[config.mk]
export PLATFORM = sky130hd
export DESIGN_NAME = fir_mac_sequencer
export DESIGN_NICKNAME = d
export VERILOG_FILES = /design/src/rtl/fir_mac_sequencer.sv
export SDC_FILE = /design/constraint.sdc
export NUM_CORES = 2
export LEC_CHECK = 0
export ABC_AREA = 0
export CORE_MARGIN = 2
export CORE_UTILIZATION = 30
export CTS_CLUSTER_DIAMETER = 120
export DETAILED_ROUTE_END_ITERATION = 10
export GPL_TIMING_DRIVEN = 0
export PLACE_DENSITY = 0.53
export SLEW_MARGIN = 30
export SYNTH_ARGS = -nofsm -noshare
export SYNTH_HDL_FRONTEND = slang
export SYNTH_SLANG_ARGS = --single-unit
[constraint.sdc]
create_clock -name clk -period 31.3 [get_ports clk]
set_clock_uncertainty 0.05 [all_clocks]
set_input_delay 3.13 -clock clk [delete_from_list [all_inputs] [get_ports clk]]
set_output_delay 3.13 -clock clk [all_outputs]
set_load 0.01 [all_outputs]
[src/rtl/fir_mac_sequencer.sv]
// Sequential FIR filter: one shared signed multiplier and a wide accumulator
// walk all N taps per accepted sample, then hold the result until it is taken.
module fir_mac_sequencer #(
    parameter int N     = 50,
    parameter int WIDTH = 16
) (
    input  logic                 clk,
    input  logic                 reset,
    input  logic                 in_valid,
    output logic                 in_ready,
    input  logic [WIDTH-1:0]     x,
    input  logic                 coef_we,
    input  logic [$clog2(N)-1:0] coef_addr,
    input  logic [WIDTH-1:0]     coef_data,
    input  logic                 flush,
    output logic                 out_valid,
    input  logic                 out_ready,
    output logic [WIDTH-1:0]     y,
    output logic                 busy,
    output logic                 coef_err
);

    localparam int AW  = $clog2(N);
    localparam int AW1 = AW + 1;
    localparam int AccW = 2 * WIDTH;
    localparam logic [AW-1:0] N_LAST = AW'(N - 1);
    localparam logic [AW-1:0] N_MOD  = AW'(N);
    localparam logic [AW:0]   N_EXT  = AW1'(N);

    typedef enum logic [1:0] {IDLE, MAC, OUT} state_t;

    state_t                   state_q, state_d;
    logic [AW-1:0]            np_q, np_d;
    logic [AW-1:0]            idx_q, idx_d;
    logic signed [AccW-1:0]   acc_q, acc_d;
    logic [WIDTH-1:0]         y_q, y_d;
    logic                     err_q, err_d;
    logic [WIDTH-1:0]         smp_q [N];
    logic [WIDTH-1:0]         coef_q [N];

    logic                     smp_we, smp_clr, coef_wr, addr_ok;
    logic [AW-1:0]            np_inc, rd_idx;
    logic [WIDTH-1:0]         smp_rd, coef_rd;
    logic signed [AccW-1:0]   smp_ext, coef_ext, prod, acc_nxt;

    assign addr_ok = ({1'b0, coef_addr} < N_EXT);
    assign np_inc  = (np_q == N_LAST) ? '0 : np_q + AW'(1);

    // (np - idx) mod N: the 2^AW wrap of the subtraction is undone by adding N mod 2^AW
    assign rd_idx  = (np_q - idx_q) + ((np_q < idx_q) ? N_MOD : '0);
    assign smp_rd  = smp_q[rd_idx];
    assign coef_rd = coef_q[idx_q];
    assign smp_ext  = {{WIDTH{smp_rd[WIDTH-1]}}, smp_rd};
    assign coef_ext = {{WIDTH{coef_rd[WIDTH-1]}}, coef_rd};
    assign prod     = smp_ext * coef_ext;
    assign acc_nxt  = acc_q + prod;

    assign in_ready  = (state_q == IDLE) && !flush;
    assign out_valid = (state_q == OUT);
    assign busy      = (state_q != IDLE);
    assign y         = y_q;
    assign coef_err  = err_q;

    always_comb begin
        state_d = state_q;
        np_d    = np_q;
        idx_d   = idx_q;
        acc_d   = acc_q;
        y_d     = y_q;
        err_d   = 1'b0;
        smp_we  = 1'b0;
        smp_clr = 1'b0;
        coef_wr = 1'b0;
        case (state_q)
            IDLE: begin
                coef_wr = coef_we && addr_ok;
                err_d   = coef_we && !addr_ok;
                if (flush) begin
                    smp_clr = 1'b1;
                    np_d    = '0;
                end else if (in_valid) begin
                    np_d    = np_inc;
                    smp_we  = 1'b1;
                    acc_d   = '0;
                    idx_d   = '0;
                    state_d = MAC;
                end
            end
            MAC: begin
                err_d = coef_we;
                acc_d = acc_nxt;
                if (idx_q == N_LAST) begin
                    idx_d   = '0;
                    y_d     = acc_nxt[WIDTH-1:0];
                    state_d = OUT;
                end else begin
                    idx_d = idx_q + AW'(1);
                end
            end
            OUT: begin
                err_d = coef_we;
                if (out_ready) state_d = IDLE;
            end
            default: state_d = IDLE;
        endcase
    end

    always_ff @(posedge clk or negedge reset) begin
        if (!reset) begin
            state_q <= IDLE;
            np_q    <= '0;
            idx_q   <= '0;
            acc_q   <= '0;
            y_q     <= '0;
            err_q   <= 1'b0;
        end else begin
            state_q <= state_d;
            np_q    <= np_d;
            idx_q   <= idx_d;
            acc_q   <= acc_d;
            y_q     <= y_d;
            err_q   <= err_d;
        end
    end

    always_ff @(posedge clk or negedge reset) begin
        if (!reset) begin
            for (int i = 0; i < N; i++) smp_q[i] <= '0;
        end else if (smp_clr) begin
            for (int i = 0; i < N; i++) smp_q[i] <= '0;
        end else if (smp_we) begin
            smp_q[np_d] <= x;
        end
    end

    always_ff @(posedge clk or negedge reset) begin
        if (!reset) begin
            for (int i = 0; i < N; i++) coef_q[i] <= '0;
        end else if (coef_wr) begin
            coef_q[coef_addr] <= coef_data;
        end
    end

endmodule

After elaboration in Yosys (flattened, before gate mapping)
Cells that the tools add are included.
{"block": "word_totals", "ff_bits": 1663, "out_inout_bits": 20, "elab_cells": 185}
{"block": "op_classes", "n_addsub": 5, "n_mul": 1, "magnitude_cmp": 8, "n_eq_ne": 8, "mux": 38, "bitwise_logic": 4, "n_reduce_logical": 15}
{"op": "$bwmux 800", "n": 2}
{"op": "$mux 800", "n": 2}
{"op": "$bmux 16 s6", "n": 2}
{"op": "$demux 16 s6", "n": 2}
{"op": "$mux 16", "n": 6}
{"op": "$mux 32", "n": 2}
{"op": "$pmux 32 s2", "n": 1}
{"op": "$mux 6", "n": 8}
{"op": "$add 32x32->32", "n": 1}
{"op": "$mul 16x16->32", "n": 1}
{"op": "$ge 7x7->1 const B", "n": 4}
{"op": "$not 6->7", "n": 4}
{"op": "$lt 7x1->1 const B", "n": 2}
{"op": "$add 6x1->6 const B", "n": 2}
{"op": "$eq 6x6->1 const B", "n": 2}
{"op": "$pmux 6 s2", "n": 1}
{"op": "$mux 2", "n": 4}
{"op": "$add 6x6->6", "n": 1}
{"op": "$lt 6x6->1", "n": 1}
{"op": "$lt 6x6->1 const B", "n": 1}
{"op": "$mux 1", "n": 6}
{"op": "$ne 2x2->1 const B", "n": 3}
{"op": "$pmux 2 s3", "n": 1}
{"op": "$reduce_bool 2->1", "n": 3}
{"op": "other kinds (12)", "n": 17}

Depth between registers and ports, before layout
{"block": "logic_depth", "word_depth": 13, "mapped_depth": 53, "mapped_depth_nobuf": 44}

Worst setup path after synthesis
No wires, ideal clock.
{"block": "synth_path", "path_type": "register to register", "start": "reg idx_q[1]", "end": "reg y_q[15] (netlist: y[15])", "setup_ns": 0.125, "t_arrival_ns": 10.625, "required_time_ns": 31.125, "path_slack_ns": 20.500, "path_stages_with_launch": 51, "path_buffers": 12, "cell_sequence": "dfrtp_1 -> buf_2 -> buf_2 -> buf_4 -> buf_2 -> buf_2 -> inv_1 -> ha_1 -> nor2b_1 -> o211ai_1 -> nand2b_1 -> a21o_1 -> nand2_1 -> nand2_1 -> inv_1 -> fa_1 -> ha_1 -> inv_1 -> (+15 left out) -> inv_1 -> fa_1 -> inv_1 -> fa_1 -> fa_1 -> fa_1 -> fa_1 -> xor2_1 -> xnor2_1 -> xnor2_1 -> xnor2_1 -> xnor2_1 -> xnor2_1 -> xnor2_1 -> xnor2_1 -> xnor2_1 -> xnor3_1 -> mux2_2"}
{"block": "synth_between", "elab_chain_cells": 9, "elab_cells_between_ends": 16}
{"item": "start, declared", "line": "34", "rtl": "logic [AW-1:0] idx_q, idx_d;"}
{"item": "start signal, assigned", "line": "119", "rtl": "idx_q <= idx_d;"}
{"item": "$lt 6x6->1", "line": "50", "rtl": "assign rd_idx = (np_q - idx_q) + ((np_q < idx_q) ? N_MOD : '0);"}
{"item": "$mux 6", "line": "50"}
{"item": "$add 6x6->6", "line": "50"}
{"item": "$not 6->7 (not written as such)", "line": "51", "rtl": "assign smp_rd = smp_q[rd_idx];"}
{"item": "$bmux 16 s6", "line": "51"}
{"item": "$mux 16 (not written as such) (2 in series)", "line": "51"}
{"item": "$mul 16x16->32", "line": "55", "rtl": "assign prod = smp_ext * coef_ext;"}
{"item": "$add 32x32->32", "line": "56", "rtl": "assign acc_nxt = acc_q + prod;"}
{"item": "end signal, assigned", "line": "121", "rtl": "y_q <= y_d;"}
{"item": "end, declared", "line": "36", "rtl": "logic [WIDTH-1:0] y_q, y_d;"}
Several ways; a longest one is shown, not always the timed one. The select of a mux whose other input is x is not followed.
A chain may end at the register's enable or synchronous reset.

Worst setup path in the final report
Same ends and word-level chain as after synthesis.

==> results.py <==
metrics = {
    "routing": {
        "drt_iter0_markers": 7093,
        "drt-total-wl_mm": 317,
        "m1WireLength_mm": 130,
        "vias": 60257,
        "via_per_inst": 5.50,
        "firstDrtPassIters": 6,
        "met3_length_mm": 28.0,
        "highest_layer": "met5",
        "avgRoutedWirePerCell_microns": 28.9,
        "ant_nets": 0,
        "met2WireLength_mm": 142,
        "drc_errors": 0,
    },
    "sta": {
        "fin_setup_tns_ps": 0,
        "rsz0062_at_grt": "false",
        "hold_violations": 0,
        "fin_ws_ps": 14890,
        "period_share_pct": 52.4,
        "worst_slew_pin_slew_ps": 1240,
        "finalSetupViolations": 0,
        "max_freq_ghz": 0.0609,
        "maxSlewViolCount": 0,
        "relSlewSlack_pct": 17.3,
        "fin_crit_ps": 16410,
    },
    "grt": {
        "grt_pass1_wl_mm": 452,
        "grt_pass1_vias": 60176,
        "antenna_found_initial": 16,
        "grt.total_usage_pct": 22.5,
        "grt_max_degree": 131,
        "overflow": 0,
    },
    "synthesis": {
        "synth_edf_count": 0,
        "synth_cells": 6993,
        "yosys-top-cells-area": "dfrtp_1, mux4_2, mux2_2, nand2_1, a21oi_1",
        "syn_area_sq_um": 82000,
        "ys.warnings.count": 0,
        "synthFlopType": "dfrtp_1",
        "synth_top_area_share_pct": 50.3,
        "avgSynthCellArea_sq_um": 11.7,
        "yosysSeqAreaShare_pct": 50.3,
        "async_flop_share_pct": 100,
        "synth_common_cells": "dfrtp_1, nand2_1, mux2_2",
        "netlist.top_cell.by_area": "dfrtp_1",
        "yosys_register_bits": 1647,
        "synth_nets": 7218,
        "yosysMostFrequentCell": "dfrtp_1",
        "synthDistinctLibCells": 74,
    },
    "floorplan": {
        "std_cell_rows": 191,
        "io_pins": 64,
        "core_area_sq_um": 271000,
        "die_height_microns": 527,
        "die_area_sq_um": 277000,
        "initial_core_util_pct": 30.2,
        "chipWidth_microns": 527,
    },
    "clock_tree": {
        "cts_resized": 0,
        "clk_pin_slew_worst_paths_ps": 60,
        "cts_made_buffers": 190,
        "cts_tree": "built",
        "root_buffer": "clkbuf_16",
        "htreeDepth": 4,
        "cts_num_sinks": 1647,
        "cts_buffer_depth": 4,
        "insertion_delay_ps": 880,
        "post-cts-setup-buffers": 0,
        "ctsHoldBuffers": 0,
    },
    "critical_path": {
        "worstSetupPathType": "reg2reg",
        "startpoint_type": "register",
        "required_ps": 32010,
        "cp.arrival_ps": 17120,
        "worstPathMaxFanout": 10,
        "cpMaxStageDelayCell": "buf_2",
        "cpPeakStageDelay_ps": 730,
        "endpoint_kind": "register",
    },
    "placed_design": {
        "placed_cell_area_sq_um": 87600,
        "place_congestion": 0.977,
        "io_buffers": 29,
        "pre_cts_ws_ps": 15140,
        "dpl.hpwl_mm": 223,
    },
    "flow_run": {
        "maxCapViolCount": 0,
    },
    "cells_and_area": {
        "fill_cells": 26675,
        "multi_input_area_sq_um": 37500,
        "syn_to_final_growth_pct": 14.5,
        "design_area_sq_um": 93900,
        "seqCellArea_sq_um": 41200,
        "final_layout_size_suffix_gt1_share_pct": 24.3,
        "final_nets": 7468,
    },
    "run_status": {
        "status": "completed",
    },
    "power": {
        "leakagePower_nw": 41.0,
        "powerDensity_nw_per_um2": 101,
        "vdd_ir_drop_max_uv": 144,
    },
    "worst_hold_path": {
        "hold_path.class": "reg2reg",
    },
}
==> power by group <==
group / internal (W) / leakage (nW) / switching (W)
sequential: 0.00230 / 22.7 / 0.0000893
clock: 0.00132 / 3.07 / 0.000948
combinational: 0.00141 / 15.2 / 0.00337
==> critical path: cells and delay by family, from the launching register on <==
kind | cells | cell delay [ps]
AOI/OAI and AO/OA | 5 | 1230
xor gates and xnor gates | 10 | 2170
adders and majority gates | 10 | 4350
buffers and inverters | 17 | 6670
DFF | 1 | 340
muxes | 3 | 840
and+or+nand+nor | 5 | 550
==> registers in the layout, indices dropped and copies added, names as in the netlist <==
register,count
state_q,2
np_q,6
coef_err,1
y,16
smp_q,800
acc_q,16
coef_q,800
idx_q,6
==> placed cells by master (no fill, tap or decap), types with 27 or more instances in the layout <==
cell type,instances
a21oi_1,703
buf_1,38
buf_16,27
buf_2,72
clkbuf_1,467
clkbuf_16,193
clkbuf_2,42
clkbuf_8,55
clkdlybuf4s50_1,28
dfrtp_1,1647
fa_1,97
ha_1,84
inv_1,191
mux2_2,825
mux2i_1,219
mux4_2,436
nand2_1,1345
nand3_1,33
nor2_1,326
nor2b_1,29
o21ai_0,134
or2_2,30
xnor2_1,32
==> area by class of cell <==
cell class / count / area share, %
diodes: 5 / 0.0133
well taps: 3570 / 4.76
multi-input cells: 4539 / 39.9
flip-flops and latches: 1647 / 43.9
plain buffers: 614 / 2.87
repair buffers: 58 / 1.14
inverters: 193 / 0.772
clock inverters: 42 / 0.505
clock buffers: 293 / 6.11
==> cells by family (layout without fill, tap and decap cells) <==
logic type      Yosys count  count (layout)  synth area share, %
compound gates          962             962                 6.32
simple gates           1870            1870                 9.14
fa+ha+maj               181             181                 3.65
buf+inv                 807            1200                 4.09
other cells               0               5                    0
xor+xnor                 45              45                0.540
mux                    1481            1481                 26.0
flops                  1647            1647                 50.3
==> worst paths after layout <==
check                      slack, ps  depth (start not counted)                    from                       to
max                            14890                         50    idx_q[1]$_DFFE_PN0P_        y[15]$_DFFE_PN0P_
min                              450                          1  coef_q[62]$_DFFE_PN0P_   coef_q[62]$_DFFE_PN0P_
max reg2reg                    14890                         50    idx_q[1]$_DFFE_PN0P_        y[15]$_DFFE_PN0P_
min reg2reg                      450                          1  coef_q[62]$_DFFE_PN0P_   coef_q[62]$_DFFE_PN0P_
max in group asynchronous      25840                          7                   reset  coef_q[754]$_DFFE_PN0P_
min in group asynchronous       2250                          2                   reset   smp_q[557]$_DFFE_PN0P_
==> per-layer routing <==
| layer | vias to the layer above | GRT usage (%) |
|---|---|---|
| met5 | - | 0.381 |
| li1 | 24780 | - |
| met3 | 674 | 5.30 |
| met2 | 2871 | 34.4 |
| met4 | 6 | 10.5 |
| met1 | 31926 | 30.0 |
==> metrics by stage <==
stage	hold slack, ps	power, W	cells	util, %
finish	448	0.00943	10961	34.6
CTS	451	0.00932	10954	34.6
global route	455	0.00965	10956	34.6
detailed placement	437	0.00706	10619	32.3
global placement	430	0.00701	10592	32.0
floorplan	424	0.00485	6993	-
(Power assumes the default switching activity.)
